--- src/rtl/bus_if_gen2_pkg.sv ---
// rtl/bus_if_gen2_pkg.sv - shared encodings and helpers for the gen2 memory-stage bus interface
package bus_if_gen2_pkg;

    typedef enum logic [1:0] {
        BUS_IF_STATE_IDLE   = 2'd0,
        BUS_IF_STATE_REQ    = 2'd1,
        BUS_IF_STATE_ACCESS = 2'd2,
        BUS_IF_STATE_STALL  = 2'd3
    } bus_if_state_e;

    // CPU / bus direction encoding
    localparam logic READ  = 1'b1;
    localparam logic WRITE = 1'b0;

    // Active-low strobe levels
    localparam logic ENABLE_  = 1'b0;
    localparam logic DISABLE_ = 1'b1;

    localparam int unsigned SPM_INDEX_DEFAULT = 1;

    // Counter width able to hold 0..timeout; a disabled timeout still needs one bit
    function automatic int unsigned timer_width(input int unsigned timeout);
        return (timeout == 0) ? 1 : $clog2(timeout + 1);
    endfunction

endpackage

--- src/rtl/bus_if_gen2_timer.sv ---
// rtl/bus_if_gen2_timer.sv - loadable/clearable up-counter with terminal-count flag
//
// Ports:
//   clk, reset  clock and synchronous active-high reset
//   clr         force the count to zero (highest priority)
//   load        load load_val
//   load_val    value loaded when load is set
//   en          increment by one
//   tc          count equals TC_VAL
module bus_if_timer
    import bus_if_gen2_pkg::*;
#(
    parameter int unsigned WIDTH  = 8,
    parameter int unsigned TC_VAL = 254
) (
    input  logic             clk,
    input  logic             reset,
    input  logic             clr,
    input  logic             load,
    input  logic [WIDTH-1:0] load_val,
    input  logic             en,
    output logic             tc
);

    logic [WIDTH-1:0] count_q;
    logic [WIDTH-1:0] count_d;

    always_comb begin
        count_d = count_q;
        if (clr) begin
            count_d = '0;
        end else if (load) begin
            count_d = load_val;
        end else if (en) begin
            count_d = count_q + 1'b1;
        end
    end

    always_ff @(posedge clk) begin
        if (reset) begin
            count_q <= '0;
        end else begin
            count_q <= count_d;
        end
    end

    assign tc = (count_q == WIDTH'(TC_VAL));

endmodule

--- src/rtl/bus_if_gen2.sv ---
// rtl/bus_if_gen2.sv - memory-stage bus interface routing CPU accesses to SPM or the shared bus
//
// Ports:
//   clk, reset            clock, synchronous active-high reset
//   stall, flush          pipeline control from the CPU
//   addr, as_, rw,        CPU access (as_ active-low)
//   wr_data, rd_data
//   busy                  stall request back to the pipeline
//   bus_err               one-cycle pulse when a bus access times out
//   spm_*                 scratch-pad memory port (combinational pass-through)
//   bus_req_/bus_grnt_    arbiter handshake (active-low)
//   bus_addr/as_/rw/      registered shared-bus access, bus_rdy_ active-low
//   wr_data, bus_rd_data
module bus_if_gen2
    import bus_if_gen2_pkg::*;
#(
    parameter int unsigned ADDR_W    = 30,
    parameter int unsigned DATA_W    = 32,
    parameter int unsigned IDX_W     = 3,
    parameter int unsigned SPM_INDEX = SPM_INDEX_DEFAULT,
    parameter int unsigned TIMEOUT   = 255
) (
    input  logic              clk,
    input  logic              reset,
    input  logic              stall,
    input  logic              flush,
    input  logic [ADDR_W-1:0] addr,
    input  logic              as_,
    input  logic              rw,
    input  logic [DATA_W-1:0] wr_data,
    output logic [DATA_W-1:0] rd_data,
    output logic              busy,
    output logic              bus_err,
    input  logic [DATA_W-1:0] spm_rd_data,
    output logic [ADDR_W-1:0] spm_addr,
    output logic              spm_as_,
    output logic              spm_rw,
    output logic [DATA_W-1:0] spm_wr_data,
    input  logic [DATA_W-1:0] bus_rd_data,
    input  logic              bus_rdy_,
    input  logic              bus_grnt_,
    output logic              bus_req_,
    output logic [ADDR_W-1:0] bus_addr,
    output logic              bus_as_,
    output logic              bus_rw,
    output logic [DATA_W-1:0] bus_wr_data
);

    localparam int unsigned TMR_W  = timer_width(TIMEOUT);
    localparam int unsigned TC_VAL = (TIMEOUT == 0) ? 0 : TIMEOUT - 1;

    bus_if_state_e     state_q, state_d;
    logic              bus_req_q, bus_req_d;
    logic              bus_as_q, bus_as_d;
    logic [ADDR_W-1:0] bus_addr_q, bus_addr_d;
    logic              bus_rw_q, bus_rw_d;
    logic [DATA_W-1:0] bus_wr_data_q, bus_wr_data_d;
    logic [DATA_W-1:0] rd_buf_q, rd_buf_d;

    logic              tmr_clr;
    logic              tmr_en;
    logic              tmr_tc;

    logic [IDX_W-1:0]  slave_idx;
    logic              req_valid;
    logic              is_spm;
    logic              timed_out;
    logic              next_is_stall;

    assign slave_idx = addr[ADDR_W-1 -: IDX_W];
    assign req_valid = (as_ == ENABLE_) && !flush;
    assign is_spm    = (slave_idx == IDX_W'(SPM_INDEX));

    // The timer holds the number of ACCESS cycles already elapsed, so the
    // terminal count marks the TIMEOUT-th cycle; a ready in that cycle wins.
    assign timed_out = (TIMEOUT != 0) && tmr_tc && (bus_rdy_ == DISABLE_);

    assign next_is_stall = stall;

    assign spm_addr    = addr;
    assign spm_rw      = rw;
    assign spm_wr_data = wr_data;

    assign bus_req_    = bus_req_q;
    assign bus_as_     = bus_as_q;
    assign bus_addr    = bus_addr_q;
    assign bus_rw      = bus_rw_q;
    assign bus_wr_data = bus_wr_data_q;

    bus_if_timer #(
        .WIDTH  (TMR_W),
        .TC_VAL (TC_VAL)
    ) u_timer (
        .clk      (clk),
        .reset    (reset),
        .clr      (tmr_clr),
        .load     (1'b0),
        .load_val ({TMR_W{1'b0}}),
        .en       (tmr_en),
        .tc       (tmr_tc)
    );

    always_comb begin
        state_d       = state_q;
        bus_req_d     = bus_req_q;
        bus_as_d      = bus_as_q;
        bus_addr_d    = bus_addr_q;
        bus_rw_d      = bus_rw_q;
        bus_wr_data_d = bus_wr_data_q;
        rd_buf_d      = rd_buf_q;
        rd_data       = '0;
        spm_as_       = DISABLE_;
        busy          = 1'b0;
        bus_err       = 1'b0;
        tmr_clr       = 1'b1;
        tmr_en        = 1'b0;

        case (state_q)
            BUS_IF_STATE_IDLE: begin
                if (req_valid) begin
                    if (is_spm) begin
                        // SPM is zero-wait; a stalled pipeline must not repeat the access
                        if (!stall) begin
                            spm_as_ = ENABLE_;
                            if (rw == READ) begin
                                rd_data = spm_rd_data;
                            end
                        end
                    end else begin
                        // Bus accesses start even under stall: the pipeline is held by busy
                        busy          = 1'b1;
                        state_d       = BUS_IF_STATE_REQ;
                        bus_req_d     = ENABLE_;
                        bus_addr_d    = addr;
                        bus_rw_d      = rw;
                        bus_wr_data_d = wr_data;
                    end
                end
            end

            BUS_IF_STATE_REQ: begin
                busy = 1'b1;
                if (flush) begin
                    state_d   = BUS_IF_STATE_IDLE;
                    bus_req_d = DISABLE_;
                end else if (bus_grnt_ == ENABLE_) begin
                    state_d  = BUS_IF_STATE_ACCESS;
                    bus_as_d = ENABLE_;
                end
            end

            BUS_IF_STATE_ACCESS: begin
                bus_as_d = DISABLE_;
                tmr_clr  = 1'b0;
                if (bus_rdy_ == ENABLE_) begin
                    if (bus_rw_q == READ) begin
                        rd_data  = bus_rd_data;
                        rd_buf_d = bus_rd_data;
                    end
                    bus_req_d = DISABLE_;
                    tmr_clr   = 1'b1;
                    state_d   = next_is_stall ? BUS_IF_STATE_STALL : BUS_IF_STATE_IDLE;
                end else if (timed_out) begin
                    bus_err   = 1'b1;
                    rd_buf_d  = '0;
                    bus_req_d = DISABLE_;
                    tmr_clr   = 1'b1;
                    state_d   = next_is_stall ? BUS_IF_STATE_STALL : BUS_IF_STATE_IDLE;
                end else begin
                    busy   = 1'b1;
                    tmr_en = 1'b1;
                end
            end

            BUS_IF_STATE_STALL: begin
                // Replay the completed read while the pipeline is frozen
                if (bus_rw_q == READ) begin
                    rd_data = rd_buf_q;
                end
                if (!stall) begin
                    state_d = BUS_IF_STATE_IDLE;
                end
            end

            default: begin
                state_d = BUS_IF_STATE_IDLE;
            end
        endcase
    end

    always_ff @(posedge clk) begin
        if (reset) begin
            state_q       <= BUS_IF_STATE_IDLE;
            bus_req_q     <= DISABLE_;
            bus_as_q      <= DISABLE_;
            bus_addr_q    <= '0;
            bus_rw_q      <= READ;
            bus_wr_data_q <= '0;
            rd_buf_q      <= '0;
        end else begin
            state_q       <= state_d;
            bus_req_q     <= bus_req_d;
            bus_as_q      <= bus_as_d;
            bus_addr_q    <= bus_addr_d;
            bus_rw_q      <= bus_rw_d;
            bus_wr_data_q <= bus_wr_data_d;
            rd_buf_q      <= rd_buf_d;
        end
    end

endmodule

--- config.mk ---
export PLATFORM = sky130hd
export DESIGN_NAME = bus_if_gen2
export DESIGN_NICKNAME = d
export VERILOG_FILES = /design/src/rtl/bus_if_gen2_pkg.sv /design/src/rtl/bus_if_gen2_timer.sv /design/src/rtl/bus_if_gen2.sv
export SDC_FILE = /design/constraint.sdc
export NUM_CORES = 1
export LEC_CHECK = 0
export BUFFER_PORTS_ARGS = -buffer_cell sky130_fd_sc_hd__buf_2
export CAP_MARGIN = 20
export CORE_AREA = 2 2 117 119
export CTS_CLUSTER_DIAMETER = 150
export DETAILED_ROUTE_END_ITERATION = 8
export DIE_AREA = 0 0 119 121
export HOLD_SLACK_MARGIN = 0.06
export PLACE_DENSITY = 0.75
export SKIP_LAST_GASP = 1
export SLEW_MARGIN = 20
export SYNTH_ARGS = -nofsm -noshare
export SYNTH_HDL_FRONTEND = slang
export SYNTH_HIERARCHICAL = 1
export SYNTH_SLANG_ARGS = --single-unit
--- constraint.sdc ---
create_clock -name clk -period 5.5 [get_ports clk]
set_input_delay 0 -clock clk [delete_from_list [all_inputs] [get_ports clk]]
set_output_delay 0 -clock clk [all_outputs]
set_load 0.02 [all_outputs]
; Word level (Yosys, flattened, before mapping)
; Index checks and enable logic that the tools add are counted.
[op_classes]
n_addsub = 1
n_mul = 0
n_div = 0
n_lt_le_gt_ge = 0
n_eq_ne = 14
shift = 0
muxes = 44
n_bitwise = 2
reduce_logical = 13
[op_table]
columns = cell, n
row1 = 32-bit 2-to-1 mux, 10
row2 = 32-bit one-hot mux with 3 select lines, 1
row3 = 1-bit 2-to-1 mux, 21
row4 = 2-bit 2-to-1 mux, 8
row5 = "2-bit inequality test, second input constant", 6
row6 = 5-bit AND reduction, 2
row7 = 3-bit AND reduction, 3
row8 = "8-bit by 1-bit adder with 8-bit output, second input constant", 1
row9 = "8-bit equality test, second input constant", 1
row10 = 2-bit one-hot mux with 4 select lines, 1
row11 = "3-bit inequality test, second input constant", 2
row12 = 1-bit one-hot mux with 3 select lines, 2
row13 = "2-bit equality test, second input constant", 2
row14 = 2-bit nonzero test, 2
row15 = "3-bit by 1-bit equality test with 1-bit output, second input constant", 1
row16 = 3-bit nonzero test, 1
row17 = "2-bit by 1-bit equality test with 1-bit output, second input constant", 1
row18 = 1-bit logical AND, 2
row19 = 2-bit logical NOT, 1
row20 = "2-bit by 1-bit inequality test with 1-bit output, second input constant", 1
row21 = 1-bit NOT, 2
row22 = 1-bit one-hot mux with 2 select lines, 1
row23 = 2-bit OR reduction, 1
row24 = 1-bit logical NOT, 1
[totals]
regBits = 107
latchBits = 0
ramBits = 0
rom_bits = 0
output_inout_bits = 163
elab_cells = 82
n_memories = 0

; Longest topological paths before layout
; Gate-level depths: netlist of run 1.
[depth]
depth_word = 6
mapped_depth = 10
ltp_nobuf = 9

; Cells and area by module
; Netlist of run 1, hierarchy kept.
[by_module_without_submodules]
columns = mod, n_inst, cells_per_inst, area_per_inst_um2
row1 = bus_if_gen2, 1, 602, 4670.7
row2 = bus_if_timer, 1, 53, 454.2

; Least setup slack after synthesis of run 1
; OpenSTA, ideal clock, no wires.
[synth_path]
path_type = register -> register
from = register u_timer.count_q[0]
to = register u_timer.count_q[7]
arrival_ns = 1.952
required_ns = 5.404
setup_slack_ns = 3.453
stages_incl_launch_ff = 11
path_buffers = 1
period_less_slack_ns = 2.047
cell_sequence = dfxtp_1 -> inv_1 -> ha_1 -> nand3_1 -> nor2_1 -> nand3b_1 -> inv_1 -> buf_6 -> nor4b_2 -> or4b_1 -> o311ai_1
[synth_via]
elab_chain_len = 6
[synth_lines]
columns = element, line_no
row1 = start: declaration, bus_if_gen2_timer.sv:25  ; logic [WIDTH-1:0] count_q;
row2 = start signal: assignment, bus_if_gen2_timer.sv:43  ; count_q <= count_d;
row3 = 8-bit equality test, bus_if_gen2_timer.sv:47  ; assign tc = (count_q == WIDTH'(TC_VAL));
row4 = via tmr_tc, bus_if_gen2.sv:62  ; logic tmr_tc;
row5 = 1-bit logical AND, bus_if_gen2.sv:76  ; assign timed_out = (TIMEOUT != 0) && tmr_tc && (bus_rdy_ == DISABLE_);
row6 = 1-bit 2-to-1 mux, bus_if_gen2.sv:163  ; end else if (timed_out) begin
row7 = 1-bit 2-to-1 mux, bus_if_gen2.sv:155  ; if (bus_rdy_ == ENABLE_) begin
row8 = 1-bit 2-to-1 mux, bus_if_gen2.sv:118  ; case (state_q)
row9 = via tmr_clr, bus_if_gen2.sv:60  ; logic tmr_clr;
row10 = 2-bit OR reduction (no source line), --
; The timed path passes the listed nets, and every way through them passes these cells.
; A chain may end at the register's enable or synchronous reset.

; Worst setup path after layout of run 1
[layout_path]
from = register state_q[1]
to = output busy
[layout_via]
elab_chain_len = 2
[layout_lines]
columns = element, line_no
row1 = start: declaration, bus_if_gen2.sv:52  ; bus_if_state_e state_q, state_d;
row2 = start signal: assignment, bus_if_gen2.sv:201  ; state_q <= state_d;
row3 = 2-bit equality test (tied with other cells), bus_if_gen2.sv:118
row4 = 1-bit one-hot mux with 3 select lines (*), bus_if_gen2.sv:118
row5 = end: declaration, bus_if_gen2.sv:32  ; output logic busy,
; Mark *: on every way between the ends. The rest lies on a longest branch, timed or not.

==> run metrics, run 1 <==
PwrDens=251 mW/mm^2; placed cell count=1034; DIE WIDTH=119 microns; largest fanout on the critical path=34; MaxCap Viol Count=0; most frequent cells in the layout=295 x buf_2, 165 x nand2_1, 107 x dfxtp_1; Unique masters post-synth=44; post-DP HPWL=10400 microns; ratio of cells with drive above 1 in the final layout=0.333; average size of a mapped cell=7.82 sq um; Buffers on Ports=296; RSZ-0062 raised after global routing=false; top_reg_cell synth=dfxtp_1; Synth Register Bits=107; final total power=1.88 mW; CTS root buffer=clkbuf_16; Worst-Skew Late Latency=0.35 ns; CTS clk-pin slew, worst paths=0.07 ns; GRT Resource Usage Total=0.218; maximum root-to-sink buffer count=2; CP arrival=2.91 ns; # setup viols final=0; final core utilization=0.574; Post-DP Area=0.00622 sq mm; critical path class=reg -> out; R2R setup slack=2.96 ns; Worst Path Required=5.50 ns; FMAX=344 MHz; critical path endpoint category=output port; starting density of the core=0.392; Detailed Route WL=16700 microns; crit path cell chain=inv_1, ha_1, or3b_4, nor2b_4, buf_4, nor3_1, nor2_1, buf_2; post-synthesis sequential area ratio=0.418; fill cell count=1144; die height=121 microns; initial antenna violation count=1; 1st-iter DRT viols=320; crit path max-delay cell type=nor2b_4; worst slew pin tran=1.10 ns; Remaining Overflow, GRT=0; final instance area=0.00751 sq mm; Post-synth EDFFs=0; Worst Hold Class=in -> reg; first drt pass iteration count=5; placer congestion estimate=0.792; die area=0.0144 sq mm; worst rel slew slack=0.263; Async SR Flop Fraction=0; Hold Fails Final Rpt=0; clock skew=0.00838 ns; WL/cell=14.5 microns; mapped cell area=0.00512 sq mm; non-filler cells, final=1147; Mapped Cells=655; vias per inst=4.92; TNS Setup=0 ns; first-pass GRT wire length=25300 microns; status=completed; area grow syn2layout=46.5%; commonest non-fill, non-tap cell in the layout=buf_2; largest net degree at the start of global routing=105; clk sinks=107; H-tree depth=3; cts bufs inserted=9; CTS tree=done; I/O pin count=297; Row Count=42; Peak supply drop=0.163 mV; vias in the first global route=5132; Final min period=2.91 ns; Critical Path Max Stage Delay=0.60 ns; startpoint types=flip-flop; Via Count=5646; cts repair resizes=0; ANT nets after route=0; fin crit share=0.529; synth warn=6; nets=1109; Final Slew Violations=0; Core Area=0.0131 sq mm; leakage power=3.38 nW; DRC Markers=0
==> critical path: cells and delay by family (launching register included) <==
kind	cells	cell delay [ns]
fa+ha+maj	1	0.24
simple gates	4	1.20
buf+inv	3	0.73
flops	1	0.35
==> kinds of logic after synthesis <==
family | share of synthesized area
simple gates | 0.195
mux | 0.00195
flops | 0.418
buf+inv | 0.140
other cells | 0.000732
xor+xnor | 0.00684
compound gates | 0.218
fa+ha+maj | 0.0195
==> sequential cells by signal (all words and copies together), names as in the netlist <==
register and count:
bus_addr 30, bus_as_ 1, bus_req_ 1, bus_rw 1, bus_wr_data 32, rd_buf_q 32, state_q 2, u_timer/count_q 8
==> layer usage <==
metal,vias to the layer above,part of all wire,GRT usage
li1,2777,-,-
met1,2564,0.39,0.245
met2,270,0.50,0.385
met3,35,0.076,0.0587
met4,0,0.029,0.0997
met5,-,0,0
==> metrics by stage <==
step / hold slack (ns) / worst slack (ns)
after floorplan: 0.0831 / 3.45
after global placement: 0.234 / 3.00
after detailed placement: 0.233 / 2.96
after CTS: 0.118 / 2.56
after global routing: 0.132 / 2.41
final: 0.124 / 2.59
==> what timing repair did <==
item,4_1_cts,5_1_grt
hold buffers,97,0
endpoints found under the hold margin,96,0
buffers inserted,0,0
==> power by group <==
part           total, mW  leakage, nW  internal (mW)  switching [mW]
logic              0.412         2.37          0.168           0.244
registers          0.830        0.868          0.811          0.0195
clock network      0.641        0.135          0.361           0.280
total               1.88         3.38           1.34           0.544
==> layout make-up <==
cell class	instances	area [sq um]	area share
sequential	107	2140	0.285
clock inverter	2	37.5	0.00500
timing repair buffer	398	2510	0.335
antenna	1	2.50	0.000333
tap	176	220	0.0293
clock buffer	12	246	0.0328
multi-input combinational	446	2330	0.310
inverter	5	18.8	0.00250
==> synth_stat cells (2+ instances only) <==
cell / instances / area (sq um)
or3_1: 4 / 25.0
buf_4: 63 / 473
nor2_1: 40 / 150
dfxtp_1: 107 / 2140
a22oi_1: 64 / 480
buf_6: 4 / 45.0
o211ai_1: 2 / 15.0
xor2_1: 3 / 26.3
a31oi_1: 2 / 12.5
nand3_1: 3 / 15.0
o21ai_1: 7 / 35.0
a21boi_0: 2 / 15.0
and2_1: 2 / 12.5
a21oi_1: 69 / 345
nand3b_1: 3 / 22.5
clkbuf_1: 25 / 93.8
nor2b_1: 2 / 12.5
buf_2: 17 / 85.1
o21ai_0: 34 / 170
nand2_1: 165 / 619
nand4_1: 3 / 18.8
ha_1: 8 / 100
inv_1: 5 / 18.8
==> path summary, 6_finish.rpt <==
kind	start	end	cells past startpoint
setup / recovery	state_q[1]	busy	8
hold / removal	reset	bus_wr_data[15]	2
setup reg to reg	state_q[1]	bus_wr_data[26]	7
hold reg to reg	bus_wr_data[13]	bus_wr_data[13]	2
No activity file was read; power rests on OpenSTA's default activity.
==> inputs of run 2 (changes only) <==
CORE_AREA = 2 2 115 117   (was 2 2 117 119)
DIE_AREA = 0 0 117 119   (was 0 0 119 121)
PLACE_DENSITY = 0.77   (was 0.75)
clock period = 2.85 ns   (was 5.5 ns; I/O delays follow)
==> run 2 against run 1 <==
  * Global-route usage is 0.53 points higher
  * Final cell count is 0.52% higher
  * Design area is 0.48% higher
  * Sequential share of layout area is 0.14 points lower
  * Clock power is 93% higher
  * Clock skew is 0.0030 ns lower
  * Routed wire length is 4.3% lower
  * Combinational power is 95% higher
  * Critical endpoint is now rd_data[25]
==> run metrics, run 2 (same netlist as run 1, synthesis figures left out) <==
final instance area=0.00754 sq mm; 1st-iter DRT viols=399; # setup viols final=0; Final Slew Violations=0; CTS tree=done; GRT Resource Usage Total=0.224; commonest non-fill, non-tap cell in the layout=buf_2; vias in the first global route=5146; RSZ-0062 raised after global routing=false; placed cell count=1039; PwrDens=484 mW/mm^2; startpoint types=flip-flop; Core Area=0.0129 sq mm; I/O pin count=297; ANT nets after route=0; initial antenna violation count=1; placer congestion estimate=0.770; Peak supply drop=0.383 mV; die area=0.0139 sq mm; hold buffer count at CTS=97; DRC Markers=0; fin crit share=0.888; Hold Fails Final Rpt=0; final core utilization=0.586; WL/cell=13.8 microns; WHS=0.137 ns; Detailed Route WL=15900 microns; maximum root-to-sink buffer count=2; post-CTS setup repair buffer count=0; starting density of the core=0.398; multi-input logic area=0.00232 sq mm; nets=1113; CTS root buffer=clkbuf_16; critical path endpoint category=output port; most frequent cells in the layout=295 x buf_2, 165 x nand2_1, 107 x dfxtp_1; DIE WIDTH=117 microns; worst rel slew slack=0.265; worst slew pin tran=1.10 ns; CTS clk-pin slew, worst paths=0.07 ns; fill cell count=1107; FMAX=395 MHz; MaxCap Viol Count=0; Via Count=5525; leakage power=3.40 nW; CP arrival=2.53 ns; Worst-Skew Late Latency=0.35 ns; Sequential Area=0.00214 sq mm; largest net degree at the start of global routing=105; ratio of cells with drive above 1 in the final layout=0.333; Worst Hold Class=in -> reg; Worst Slack Setup Final=0.318 ns; TNS Setup=0 ns; clock skew=0.00536 ns; DP Worst Slack=0.552 ns; cts repair resizes=0; Buffers on Ports=296; status=completed; vias per inst=4.79; final total power=3.65 mW; H-tree depth=3; Remaining Overflow, GRT=0; clk sinks=107; first-pass GRT wire length=24800 microns; cts bufs inserted=9; first drt pass iteration count=5; die height=119 microns; area grow syn2layout=47.2%; Row Count=42; post-DP HPWL=10300 microns; non-filler cells, final=1153; Post-DP Area=0.00628 sq mm; critical path class=reg -> out; largest fanout on the critical path=32; Final min period=2.53 ns; Worst Path Required=2.85 ns
run 2: cell types whose count changed in the layout (fill, tap and decap cells not counted), sizes merged:
cell / change
clkinv: +1
clkinvlp: -1
clkbuf: +2
buf: +4
run 2: cell type report:
cell class | count | share of cell area
repair buffers | 402 | 0.338
multi-input cells | 446 | 0.308
flip-flops and latches | 107 | 0.284
clock buffers | 14 | 0.0337
well taps | 176 | 0.0292
clock inverters | 2 | 0.00464
inverters | 5 | 0.00249
diodes | 1 | 0.000332
run 2: worst max-delay path: stages, from the launching register on:
cell and delay, ns:
dfxtp_1 0.36, inv_1 0.11, ha_1 0.24, or3b_4 0.44
nor4_4 0.24, buf_4 0.35, nand2_1 0.09, o21ai_0 0.12
buf_2 0.22
run 2: final timing paths:
path / startpoint / end / slack (ns) / cells past startpoint
max: state_q[0] / rd_data[25] / 0.32 / 8
min: flush / bus_as_ / 0.14 / 4
max reg2reg: u_timer/count_q[0] / u_timer/count_q[7] / 0.49 / 9
min reg2reg: bus_addr[18] / bus_addr[18] / 0.45 / 2
run 2: metal layers:
metal | track usage | part of all wire | vias to the layer above
met5 | 0 | 0 | -
met3 | 0.0575 | 0.077 | 22
met4 | 0.0816 | 0.019 | 0
met2 | 0.400 | 0.50 | 241
li1 | - | - | 2785
met1 | 0.251 | 0.41 | 2477
run 2: power breakdown:
part           internal [mW]  switching (mW)
Sequential              1.56          0.0374
Combinational          0.328           0.475
Clock                  0.706           0.539
Total                   2.60            1.05
==> inputs of run 3 (changes only) <==
--- a/config.mk
+++ b/config.mk
@@ -8,10 +8,10 @@
 export BUFFER_PORTS_ARGS = -buffer_cell sky130_fd_sc_hd__buf_2
 export CAP_MARGIN = 20
-export CORE_AREA = 2 2 115 117
+export CORE_MARGIN = 4
+export CORE_UTILIZATION = 44
 export CTS_CLUSTER_DIAMETER = 150
 export DETAILED_ROUTE_END_ITERATION = 8
-export DIE_AREA = 0 0 117 119
 export HOLD_SLACK_MARGIN = 0.06
-export PLACE_DENSITY = 0.77
+export PLACE_DENSITY = 0.82
 export SKIP_LAST_GASP = 1
 export SLEW_MARGIN = 20
==> constraint.sdc (replaced) <==
create_clock -name clk -period 2.85 [get_ports clk]
set_input_delay 0 -clock clk [delete_from_list [all_inputs] [get_ports clk]]
set_output_delay 0 -clock clk [all_outputs]
set_load 0.1 [all_outputs]
==> run 3 against run 2 <==
  * Maximum frequency decreased by 2.6%
  * Clock skew rose by 0.0058 ns
  * Critical path type unchanged
  * Count of clock-buffer cells in the layout fell by 4
==> run metrics, run 3 (same netlist as run 1, synthesis figures left out) <==
status=completed; beginning of the worst hold path=flush; area grow syn2layout=59.2%; RSZ-0062 raised after global routing=false; clock skew=0.0111 ns; Peak supply drop=0.358 mV; Worst Path Required=2.85 ns; Detailed Route WL=18200 microns; FMAX=384 MHz; CTS tree=done; Row Count=39; most frequent cells in the layout=263 x buf_2, 165 x nand2_1, 107 x dfxtp_1; hold buffer count at CTS=97; WHS=0.155 ns; Hold Fails Final Rpt=0; Worst-Skew Late Latency=0.35 ns; maximum root-to-sink buffer count=2; Buffers on Ports=296; Crit Reg-Reg Startpoint=u_timer/count_q[0]; placer congestion estimate=0.820; 1st-iter DRT viols=569; nets=1112; crit path max-delay cell type=or3b_4; cts bufs inserted=9; cts repair resizes=0; critical path endpoint category=output port; WL/cell=16.3 microns; Core Area=0.0114 sq mm; die height=116 microns; fin crit share=0.913; ANT nets after route=0; MaxCap Viol Count=0; first-pass GRT wire length=28200 microns; largest fanout on the critical path=32; Final Slew Violations=0; initial antenna violation count=0; CTS clk-pin slew, worst paths=0.08 ns; DIE WIDTH=116 microns; ratio of cells with drive above 1 in the final layout=0.370; Critical Path Max Stage Delay=0.44 ns; Remaining Overflow, GRT=0; CTS root buffer=clkbuf_16; vias per inst=5.22; CP arrival=2.60 ns; leakage power=3.58 nW; post-CTS setup repair buffer count=0; commonest non-fill, non-tap cell in the layout=buf_2; DRC Markers=0; vias in the first global route=5714; worst rel slew slack=0.265; largest net degree at the start of global routing=105; TNS Setup=0 ns; GRT Resource Usage Total=0.263; die area=0.0134 sq mm; I/O pin count=297; starting density of the core=0.449; crit path cell chain=inv_1, ha_1, or3b_4, nor4_4, buf_4, nand2_1, o21ai_2, buf_12; first drt pass iteration count=6; Final min period=2.60 ns; Worst Hold Class=in -> reg; post-DP HPWL=11100 microns; critical path class=reg -> out; crit path launch=state_q[0]; # setup viols final=0; H-tree depth=3; Via Count=5838; ANT cells=0; startpoint types=flip-flop; PwrDens=565 mW/mm^2; worst slew pin tran=1.10 ns; clk sinks=107
run 3: cell types whose count changed in the layout (fill, tap and decap cells not counted), sizes merged:
| cell | change |
|---|---|
| buf | -1 |
| bufinv | +2 |
| clkbuf | -4 |
| clkinv | +2 |
| diode | -1 |
run 3: metrics by stage:
stage	total power [mW]	utilization	worst slack, ns	cell area (sq um)	std cells
final	4.61	0.714	0.249	8160	1118
after global routing	4.78	0.714	0.0697	8160	1118
after CTS	4.61	0.714	0.288	8160	1118
after detailed placement	3.08	0.599	0.538	6840	1005
after global placement	3.07	0.599	0.643	6840	1005
after floorplan	2.83	-	0.0441	5290	667
run 3: cell type report:
class / count / area, sq um
inverter: 5 / 18.8
clock inverter: 6 / 113
multi-input combinational: 446 / 2450
tap: 143 / 179
fill: 800 / 3260
timing repair buffer: 401 / 3020
sequential: 107 / 2140
clock buffer: 10 / 239
run 3: power by group:
part | internal (mW) | switching [mW]
clock network | 0.884 | 0.548
registers | 1.56 | 0.0388
logic | 0.346 | 1.23
total | 2.79 | 1.81
run 3: final timing paths:
| path | slack (ns) | to | depth (start not counted) |
|---|---|---|---|
| setup / recovery | 0.25 | rd_data[17] | 8 |
| hold / removal | 0.16 | bus_as_ | 4 |
| setup reg to reg | 0.52 | u_timer/count_q[7] | 9 |
| hold reg to reg | 0.45 | bus_addr[19] | 2 |
run 3: per-layer routing:
layer,wire [microns],global-route usage,vias to the layer above
met5,0,0,-
met4,801,0.128,0
met3,1840,0.0877,55
met2,8910,0.440,324
met1,6650,0.302,2669
li1,-,-,2790
run 3: worst max-delay path, delay by kind of cell (launching register included):
family          cells  cell delay, ns
simple gates        3            0.84
flops               1            0.36
compound gates      1            0.12
fa+ha+maj           1            0.24
buf+inv             3            0.66
